File: src/rtl/spi_controller_if.sv
`default_nettype none
// ============================================================================
// Module      : spi_controller_if
// Description : Command/response handshake bundle between a host and the
//               SPI register controller.
// Revision    : 1.0 - initial release
// ============================================================================
interface spi_controller_if #(
  parameter int ADDR_W = 4,
  parameter int REG_W  = 8
);
  logic              cmd_valid;
  logic              cmd_ready;
  logic              cmd_wr_rdn;
  logic [ADDR_W-1:0] cmd_addr;
  logic [REG_W-1:0]  cmd_wdata;
  logic              rsp_valid;
  logic [REG_W-1:0]  rsp_rdata;

  // Host side: issues commands, receives responses
  modport master (
    output cmd_valid,
    output cmd_wr_rdn,
    output cmd_addr,
    output cmd_wdata,
    input  cmd_ready,
    input  rsp_valid,
    input  rsp_rdata
  );

  // Controller side
  modport slave (
    input  cmd_valid,
    input  cmd_wr_rdn,
    input  cmd_addr,
    input  cmd_wdata,
    output cmd_ready,
    output rsp_valid,
    output rsp_rdata
  );
endinterface
`default_nettype wire

File: src/rtl/spi_controller.sv
`default_nettype none
// ============================================================================
// Module      : spi_controller
// Description : SPI initiator for the on-chip SPI register peripheral. One
//               command -> one CS frame of {wr_rdn, addr, data}, MSB first,
//               all four CPOL/CPHA modes, programmable SCLK half-period.
// Options     : SPI_CTRL_LOOPBACK_EN - adds a 'loopback' input that routes
//               spi_mosi into the read sampler instead of spi_miso.
// Revision    : 1.0 - initial release
// ============================================================================
module spi_controller #(
  parameter int ADDR_W = 4,
  parameter int REG_W  = 8,
  parameter int DIV_W  = 8
) (
  input  wire logic             clk,
  input  wire logic             rstb,
  input  wire logic             ena,
  input  wire logic [1:0]       mode,
  input  wire logic [DIV_W-1:0] clk_div,
  spi_controller_if.slave       bus,
  output logic                  busy,
  output logic                  spi_cs_n,
  output logic                  spi_clk,
  output logic                  spi_mosi,
  input  wire logic             spi_miso
`ifdef SPI_CTRL_LOOPBACK_EN
  ,
  input  wire logic             loopback
`endif
);

  localparam int N      = 1 + ADDR_W + REG_W;
  localparam int EDGE_W = $clog2(2 * N + 1);
  localparam logic [EDGE_W-1:0] LAST_EDGE = EDGE_W'(2 * N - 1);

  typedef enum logic [2:0] {
    ST_IDLE  = 3'd0,
    ST_SETUP = 3'd1,
    ST_SHIFT = 3'd2,
    ST_HOLD  = 3'd3,
    ST_GAP   = 3'd4
  } state_t;

  state_t             state_q, state_d;
  logic [DIV_W-1:0]   cnt_q, cnt_d;
  logic [DIV_W-1:0]   div_q, div_d;
  logic               cpol_q, cpol_d;
  logic               cpha_q, cpha_d;
  logic               wr_q, wr_d;
  logic [N-1:0]       tx_q, tx_d;
  logic [REG_W-1:0]   rx_q, rx_d;
  logic [EDGE_W-1:0]  edge_q, edge_d;
  logic               cs_n_q, cs_n_d;
  logic               sclk_q, sclk_d;
  logic               mosi_q, mosi_d;
  logic               rsp_valid_q, rsp_valid_d;
  logic [REG_W-1:0]   rdata_q, rdata_d;

  logic [N-1:0]       w_frame;
  logic               w_expire;
  logic               w_lead;
  logic               w_sample;
  logic               w_miso;

  assign w_frame  = {bus.cmd_wr_rdn, bus.cmd_addr, bus.cmd_wdata};
  // Half-period ends on the cycle the down-counter reaches zero
  assign w_expire = (cnt_q == '0);
  // Edge number edge_q+1 is odd (leading) when edge_q is even
  assign w_lead   = ~edge_q[0];
  // CPHA=0 samples on leading edges, CPHA=1 on trailing edges
  assign w_sample = (w_lead != cpha_q);

`ifdef SPI_CTRL_LOOPBACK_EN
  assign w_miso = loopback ? mosi_q : spi_miso;
`else
  assign w_miso = spi_miso;
`endif

  assign bus.cmd_ready = ena & (state_q == ST_IDLE);
  assign bus.rsp_valid = rsp_valid_q;
  assign bus.rsp_rdata = rdata_q;
  assign busy          = (state_q != ST_IDLE);
  assign spi_cs_n      = cs_n_q;
  assign spi_clk       = sclk_q;
  assign spi_mosi      = mosi_q;

  // Next-state, timing and serial datapath; ena=0 leaves every register held
  always_comb begin
    state_d     = state_q;
    cnt_d       = cnt_q;
    div_d       = div_q;
    cpol_d      = cpol_q;
    cpha_d      = cpha_q;
    wr_d        = wr_q;
    tx_d        = tx_q;
    rx_d        = rx_q;
    edge_d      = edge_q;
    cs_n_d      = cs_n_q;
    sclk_d      = sclk_q;
    mosi_d      = mosi_q;
    rsp_valid_d = rsp_valid_q;
    rdata_d     = rdata_q;

    if (ena) begin
      rsp_valid_d = 1'b0;
      if (state_q != ST_IDLE) begin
        cnt_d = w_expire ? div_q : cnt_q - 1'b1;
      end

      case (state_q)
        ST_IDLE: begin
          if (bus.cmd_valid) begin
            state_d = ST_SETUP;
            cnt_d   = clk_div;
            div_d   = clk_div;
            cpol_d  = mode[1];
            cpha_d  = mode[0];
            wr_d    = bus.cmd_wr_rdn;
            cs_n_d  = 1'b0;
            sclk_d  = mode[1];
            edge_d  = '0;
            // wr_rdn goes out during SETUP; for CPHA=1 the first leading
            // edge re-presents it, so the shifter keeps it at the top
            mosi_d  = w_frame[N-1];
            tx_d    = mode[0] ? w_frame : {w_frame[N-2:0], 1'b0};
          end
        end

        ST_SETUP: begin
          if (w_expire) begin
            state_d = ST_SHIFT;
          end
        end

        ST_SHIFT: begin
          if (w_expire) begin
            sclk_d = ~sclk_q;
            edge_d = edge_q + 1'b1;
            if (w_sample) begin
              rx_d = {rx_q[REG_W-2:0], w_miso};
            end else if (edge_q != LAST_EDGE) begin
              mosi_d = tx_q[N-1];
              tx_d   = {tx_q[N-2:0], 1'b0};
            end
            if (edge_q == LAST_EDGE) begin
              state_d = ST_HOLD;
            end
          end
        end

        ST_HOLD: begin
          if (w_expire) begin
            state_d     = ST_GAP;
            cs_n_d      = 1'b1;
            mosi_d      = 1'b0;
            rsp_valid_d = 1'b1;
            if (!wr_q) begin
              rdata_d = rx_q;
            end
          end
        end

        ST_GAP: begin
          if (w_expire) begin
            state_d = ST_IDLE;
          end
        end

        default: begin
          state_d = ST_IDLE;
          cs_n_d  = 1'b1;
          mosi_d  = 1'b0;
        end
      endcase
    end
  end

  // State and datapath registers with asynchronous active-low reset
  always_ff @(posedge clk or negedge rstb) begin
    if (!rstb) begin
      state_q     <= ST_IDLE;
      cnt_q       <= '0;
      div_q       <= '0;
      cpol_q      <= 1'b0;
      cpha_q      <= 1'b0;
      wr_q        <= 1'b0;
      tx_q        <= '0;
      rx_q        <= '0;
      edge_q      <= '0;
      cs_n_q      <= 1'b1;
      sclk_q      <= 1'b0;
      mosi_q      <= 1'b0;
      rsp_valid_q <= 1'b0;
      rdata_q     <= '0;
    end else begin
      state_q     <= state_d;
      cnt_q       <= cnt_d;
      div_q       <= div_d;
      cpol_q      <= cpol_d;
      cpha_q      <= cpha_d;
      wr_q        <= wr_d;
      tx_q        <= tx_d;
      rx_q        <= rx_d;
      edge_q      <= edge_d;
      cs_n_q      <= cs_n_d;
      sclk_q      <= sclk_d;
      mosi_q      <= mosi_d;
      rsp_valid_q <= rsp_valid_d;
      rdata_q     <= rdata_d;
    end
  end

endmodule
`default_nettype wire

File: src/flat_wrapper.sv
// flat-port wrapper written by rule: the top's interface ports become plain ports
module spi_controller_flat 
#(
  parameter int ADDR_W = 4,
  parameter int REG_W  = 8,
  parameter int DIV_W  = 8
)
  (clk, rstb, ena, mode, clk_div, busy, spi_cs_n, spi_clk, spi_mosi, spi_miso, bus_cmd_valid, bus_cmd_wr_rdn, bus_cmd_addr, bus_cmd_wdata, bus_cmd_ready, bus_rsp_valid, bus_rsp_rdata);
  spi_controller_if #(.ADDR_W(ADDR_W), .REG_W(REG_W)) bus_i ();
  input  wire logic clk;
  input  wire logic rstb;
  input  wire logic ena;
  input  wire logic [1:0] mode;
  input  wire logic [DIV_W-1:0] clk_div;
  output logic busy;
  output logic spi_cs_n;
  output logic spi_clk;
  output logic spi_mosi;
  input  wire logic spi_miso;
  input wire logic [$bits(bus_i.cmd_valid)-1:0] bus_cmd_valid;
  input wire logic [$bits(bus_i.cmd_wr_rdn)-1:0] bus_cmd_wr_rdn;
  input wire logic [$bits(bus_i.cmd_addr)-1:0] bus_cmd_addr;
  input wire logic [$bits(bus_i.cmd_wdata)-1:0] bus_cmd_wdata;
  output wire logic [$bits(bus_i.cmd_ready)-1:0] bus_cmd_ready;
  output wire logic [$bits(bus_i.rsp_valid)-1:0] bus_rsp_valid;
  output wire logic [$bits(bus_i.rsp_rdata)-1:0] bus_rsp_rdata;
  assign bus_i.cmd_valid = bus_cmd_valid;
  assign bus_i.cmd_wr_rdn = bus_cmd_wr_rdn;
  assign bus_i.cmd_addr = bus_cmd_addr;
  assign bus_i.cmd_wdata = bus_cmd_wdata;
  assign bus_cmd_ready = bus_i.cmd_ready;
  assign bus_rsp_valid = bus_i.rsp_valid;
  assign bus_rsp_rdata = bus_i.rsp_rdata;
  spi_controller #(.ADDR_W(ADDR_W), .REG_W(REG_W), .DIV_W(DIV_W)) u_core (.clk(clk), .rstb(rstb), .ena(ena), .mode(mode), .clk_div(clk_div), .bus(bus_i), .busy(busy), .spi_cs_n(spi_cs_n), .spi_clk(spi_clk), .spi_mosi(spi_mosi), .spi_miso(spi_miso));
endmodule
File: config.mk
export PLATFORM = sky130hd
export DESIGN_NAME = spi_controller_flat
export DESIGN_NICKNAME = d
export VERILOG_FILES = /design/src/rtl/spi_controller_if.sv /design/src/rtl/spi_controller.sv /design/src/flat_wrapper.sv
export SDC_FILE = /design/constraint.sdc
export NUM_CORES = 1
export LEC_CHECK = 0
export ABC_AREA = 1
export CELL_PAD_IN_SITES_DETAIL_PLACEMENT = 1
export CELL_PAD_IN_SITES_GLOBAL_PLACEMENT = 1
export CORE_MARGIN = 10
export CORE_UTILIZATION = 26
export CTS_BUF_LIST = sky130_fd_sc_hd__clkbuf_2 sky130_fd_sc_hd__clkbuf_4 sky130_fd_sc_hd__clkbuf_8
export DETAILED_ROUTE_END_ITERATION = 8
export PLACE_DENSITY_LB_ADDON = 0.1
export SKIP_LAST_GASP = 1
export SYNTH_ARGS = -nofsm -noshare
export SYNTH_HDL_FRONTEND = slang
export SYNTH_SLANG_ARGS = --single-unit
File: constraint.sdc
create_clock -name clk -period 1.85 [get_ports clk]
set_clock_uncertainty 0.05 [all_clocks]
set_input_delay 0.185 -clock clk [delete_from_list [all_inputs] [get_ports clk]]
set_output_delay 0.185 -clock clk [all_outputs]
set_load 0.05 [all_outputs]
# Word level (Yosys, flattened, before mapping)
# Index checks and enable logic that the tools add are counted.
dict set report word_totals {
  output_inout_bits 14
  reg_bits 59
  latch_bits 0
  romBits 0
  mem_bits_rw 0
  n_memories 0
}
dict set report op_classes {
  add_sub_neg 2
  n_mux 34
  n_bitwise 6
  n_shift 0
  div_mod_pow 0
  eq_ne 15
  mul 0
  reduce_logical 14
  n_lt_le_gt_ge 0
}
# cell count
set op_table {}
lappend op_table {{$mux W13} 5}
lappend op_table {{$mux W8} 4}
lappend op_table {{$pmux W13 S2} 1}
lappend op_table {{$mux W3} 6}
lappend op_table {{$reduce_and A4 Y1} 4}
lappend op_table {{$pmux W3 S5} 1}
lappend op_table {{$reduce_and A7 Y1} 2}
lappend op_table {{$ne A2 B1 Y1 const B} 6}
lappend op_table {{$mux W1} 11}
lappend op_table {{$mux W5} 2}
lappend op_table {{$pmux W5 S2} 1}
lappend op_table {{$logic_not A8 Y1} 1}
lappend op_table {{$sub A8 B1 Y8 const B} 1}
lappend op_table {{$eq A3 B2 Y1 const B} 2}
lappend op_table {{$reduce_and A6 Y1} 1}
lappend op_table {{$add A5 B1 Y5 const B} 1}
lappend op_table {{$eq A5 B5 Y1 const B} 1}
lappend op_table {{$ne A5 B5 Y1 const B} 1}
lappend op_table {{$not A1 Y1} 5}
lappend op_table {{$ne A2 B2 Y1 const B} 2}
lappend op_table {{$pmux W1 S4} 1}
lappend op_table {{$eq A3 B1 Y1 const B} 1}
lappend op_table {{$eq A3 B3 Y1 const B} 1}
lappend op_table {{$logic_not A3 Y1} 1}
lappend op_table {{9 further kinds} 9}

# Depth between registers and ports, before layout
dict set report depth {
  depth_word 5
  ltp_mapped 10
}

# Least setup slack after synthesis
# OpenSTA, ideal clock, no wires.
dict set report synth_timing {
  path_type {register to register}
  start {reg u_core.state_q[0]}
  end {reg u_core.div_q[0]}
  setup_time_ps 117
  period_less_slack_ps 1758
  arrival_ps 1592
  slack_ps 92
  stages_incl_launch_ff 10
  n_path_buf 1
  cell_sequence {dfrtp_1 -> nor2_4 -> nand2_2 -> inv_2 -> nand2_1 -> inv_2 -> nand2_4 -> buf_6 -> nand2_1 -> nand2_1}
}
dict set report synth_between {
  elab_chain_cells 2
}
# item line_no
set synth_lines {}
lappend synth_lines {{from (decl)} spi_controller.sv:45} ;# state_t state_q, state_d;
lappend synth_lines {{from (signal assigned)} spi_controller.sv:197} ;# state_q <= state_d;
lappend synth_lines {{$logic_not A3 Y1} spi_controller.sv:111} ;# case (state_q)
lappend synth_lines {{$reduce_and A3 Y1 (no source line)} n/a}
lappend synth_lines {{to (signal assigned)} spi_controller.sv:199} ;# div_q <= div_d;
lappend synth_lines {{to (decl)} spi_controller.sv:47} ;# logic [DIV_W-1:0] div_q, div_d;
# Every way passes these cells.
# A chain may end at the register's enable or synchronous reset.

# Worst setup path after layout
dict set report layout_timing {
  start {reg u_core.rsp_valid_q (netlist: u_core.bus.rsp_valid)}
  end {out bus_rsp_valid}
}
# item line_no
set layout_rtl {}
lappend layout_rtl {{from (decl)} spi_controller.sv:57} ;# logic rsp_valid_q, rsp_valid_d;
lappend layout_rtl {{from (signal assigned)} spi_controller.sv:209} ;# rsp_valid_q <= rsp_valid_d;
lappend layout_rtl {{to (decl)} flat_wrapper.sv:25} ;# output wire logic [$bits(bus_i.rsp_valid)-1:0] bus_rsp_valid;
# No word-level cell between the ends.

==> reports/results.tsv <==
stage	metric	value	unit
critical_path	worstPathCellList	clkdlybuf4s50_1	
grt	grt_pass1_vias	3285	
power	power.total	0.00608	W
logic_synthesis	seq_area_frac_synth	0.442	
sta	min_period_over_period	0.960	
sta	fin_setup_tns	0	ns
clock_network	cts_root_buf	clkbuf_8	
final_layout	antennaDiodeCount	0	
final_layout	final_cell_mix	nand2_1, dfrtp_1, inv_1	
logic_synthesis	synth_top_cell_area_share	0.434	
die	chipWidth	133	um
logic_synthesis	synth-seq-cells	59	
logic_synthesis	synth_mux_area_frac	0	
critical_path	path_delay_family	buffers and inverters	
min_path	hp-class	input port to async pin	
logic_synthesis	synth_nets	486	
clock_network	cts_max_level	3	
status	status	complete, no violations	
route	first_iter_violations	164	
final_layout	fin_nets	545	
die	die_height	133	um
final_layout	instances_no_fill	689	
logic_synthesis	syn-instance-count	454	
clock_network	clockBufferDepth	2	
final_layout	final_core_util	0.338	
power	max-vdd-ir-drop	0.557	mV
place	place_hpwl	7.14	mm
critical_path	critPathMaxFanout	2	
grt	antenna_found_initial	0	
logic_synthesis	yosys-top-cells-area	dfrtp_1, nand2_1, o21ai_0	
clock_network	cts_tree	built	
sta	relSlewSlack	0.654	
grt	grt_pass1_wl	16.9	mm
critical_path	worstSetupStartpointType	register	
sta	hold_viol	0	
grt	grt_max_degree	60	
logic_synthesis	yosysWarnings	0	
route	wl_per_cell	14.3	um
logic_synthesis	syn_area	3340	um2
die	num_rows	41	
logic_synthesis	synth-compound-area-share	0.0973	
sta	setup_viol_count_final	0	
logic_synthesis	synth_area_leader_cell	dfrtp_1	
die	pin_count	42	
route	drc	0	
die	initial_utilization	0.265	
logic_synthesis	synth_top_family_by_area	simple AND/OR/NAND/NOR gates	
die	dieArea	17800	um2
route	drt_wl_total	9.85	mm
logic_synthesis	yosys.area_share.simple	0.351	
sta	worst_pin_slew	0.518	ns
logic_synthesis	synth_xor_area_frac	0.0105	
place	placed_cells	669	
grt	grt-ovfl-total	0	
critical_path	cp_slowest_cell	clkdlybuf4s50_1	
critical_path	worstSetupEndpointType	output port	
sta	max_clock_freq	0.563	GHz
power	powerDensity	1430	nW/um2
final_layout	area_growth	27.4	%
sta	grt_setup_unrepaired	yes	
sta	fin_crit	1.78	ns
critical_path	cp_slowest_stage_delay	0.82	ns
clock_network	numCtsBuffers	9	
logic_synthesis	syn_avg_cell_area	7.37	um2
critical_path	cp.arrival	1.54	ns
place	gp_congestion	0.746	
final_layout	drive_gt1_frac	0.133	
logic_synthesis	synthAdderAreaFrac	0.0150	
critical_path	cp_num_buf_inv	1	
route	drt-pass1-iter-count	4	
clock_network	clk_pin_slew_worst_paths	0.08	ns
critical_path	worstPathRequired	1.62	ns
route	vias	3119	
clock_network	clk_latency	0.37	ns
job	drv_cap	0	
critical_path	path_class	register to output port	
final_layout	nFillCells	1588	
power	power.leakage	2.19	nW
clock_network	clkSinkCount	59	
place	port_buffers	41	
sta	maxSlewViolCount	0	
final_layout	layout_commonest_cell	nand2_1	
route	ant_nets	0	
logic_synthesis	synth_cell_types	34	
die	core	12600	um2
grt	grtUsageTotal	0.118	
route	drt-vias-per-instance	4.53	
==> area by class of cell <==
cell class	count	area, um2	area share
Multi-Input combinational cell	336	1610	0.377
Sequential cell	59	1480	0.347
Timing Repair Buffer	66	626	0.147
Tap cell	172	215	0.0505
Inverter	41	156	0.0367
Clock buffer	11	151	0.0355
Clock inverter	4	26.3	0.00617
==> worst paths after layout <==
check | startpoint | endpoint | slack (ns) | cells after the start
max in group asynchronous | rstb | u_core.spi_cs_n$_DFFE_PN1P_ | 1.11 | 3
setup reg to reg | u_core.cnt_q[1]$_DFFE_PN0P_ | u_core.bus.rsp_rdata[1]$_DFFE_PN0P_ | 0.14 | 9
hold reg to reg | u_core.tx_q[7]$_DFFE_PN0P_ | u_core.tx_q[7]$_DFFE_PN0P_ | 0.42 | 2
min in group clk | clk_div[5] | u_core.div_q[5]$_DFFE_PN0P_ | 0.35 | 3
hold / removal | rstb | u_core.cpha_q$_DFFE_PN0P_ | 0.32 | 3
setup / recovery | u_core.bus.rsp_valid$_DFFE_PN0P_ | bus_rsp_valid | 0.07 | 1
==> layer usage <==
layer	vias to the layer above	wire length (um)	global-route usage
li1	1564	-	-
met1	1515	4770	0.148
met2	30	4620	0.188
met3	10	327	0.0372
met4	0	138	0.0387
met5	-	0	0
==> power breakdown <==
group | internal [W] | total (W) | switching [W]
Combinational | 0.00105 | 0.00289 | 0.00184
Sequential | 0.00176 | 0.00208 | 0.000323
Clock | 0.000549 | 0.00111 | 0.000561
==> synth_stat cells <==
master    count
nand2_1     189
nand4_1      18
nor2_2        2
nor2_1       19
nand3_2       1
dfstp_2       1
nand3_4       1
ha_1          4
xor2_1        2
inv_1        37
a21oi_1      15
nor3_1        1
o31ai_1       1
and3_1        1
a22oi_1       1
nor2_4        3
nor3b_1       1
nand2_2       5
o211ai_1      1
nand3_1      20
buf_6         5
inv_2         4
buf_2         5
buf_4         4
a21boi_1      1
nor2_8        1
nand2_4       2
o21bai_1      2
o21ai_1      10
dfrtp_1      58
nand4_2       1
o21ai_0      31
clkbuf_1      5
xnor2_1       2
==> sequential cells by signal, summed over array words and instances, names as in the netlist <==
name / count
u_core.edge_q: 5
u_core.tx_q: 13
u_core.bus.rsp_rdata: 8
u_core.spi_clk: 1
u_core.bus.rsp_valid: 1
u_core.cnt_q: 8
u_core.div_q: 8
u_core.state_q: 3
u_core.wr_q: 1
u_core.cpha_q: 1
u_core.spi_mosi: 1
u_core.spi_cs_n: 1
u_core.rx_q: 8
==> per-stage QoR <==
stage	setup WS [ns]	instance area, um2	hold slack [ns]
after floorplan	0.0915	3340	-0.161
after global placement	0.0380	4010	0.179
after detailed placement	0.0521	4010	0.185
final	0.0749	4260	0.319
after CTS	0.000252	4210	0.323
after global routing	-0.00984	4260	0.353
==> cells by family after synthesis <==
kind of cell / Yosys count
and+or+nand+nor: 265
AOI/OAI and AO/OA: 62
buffers and inverters: 60
DFF: 59
xor gates and xnor gates: 4
adders and majority gates: 4
==> timing repair <==
action                                  CTS  global route
endpoints found under the setup margin    1            34
gates cloned                              0             1
resized for setup                         3             8
pin swaps                                 1             4
buffers inserted                          1             3
endpoints found under the hold margin    58             0
hold buffers                              1             0
Power figures use the tool's default switching activity.
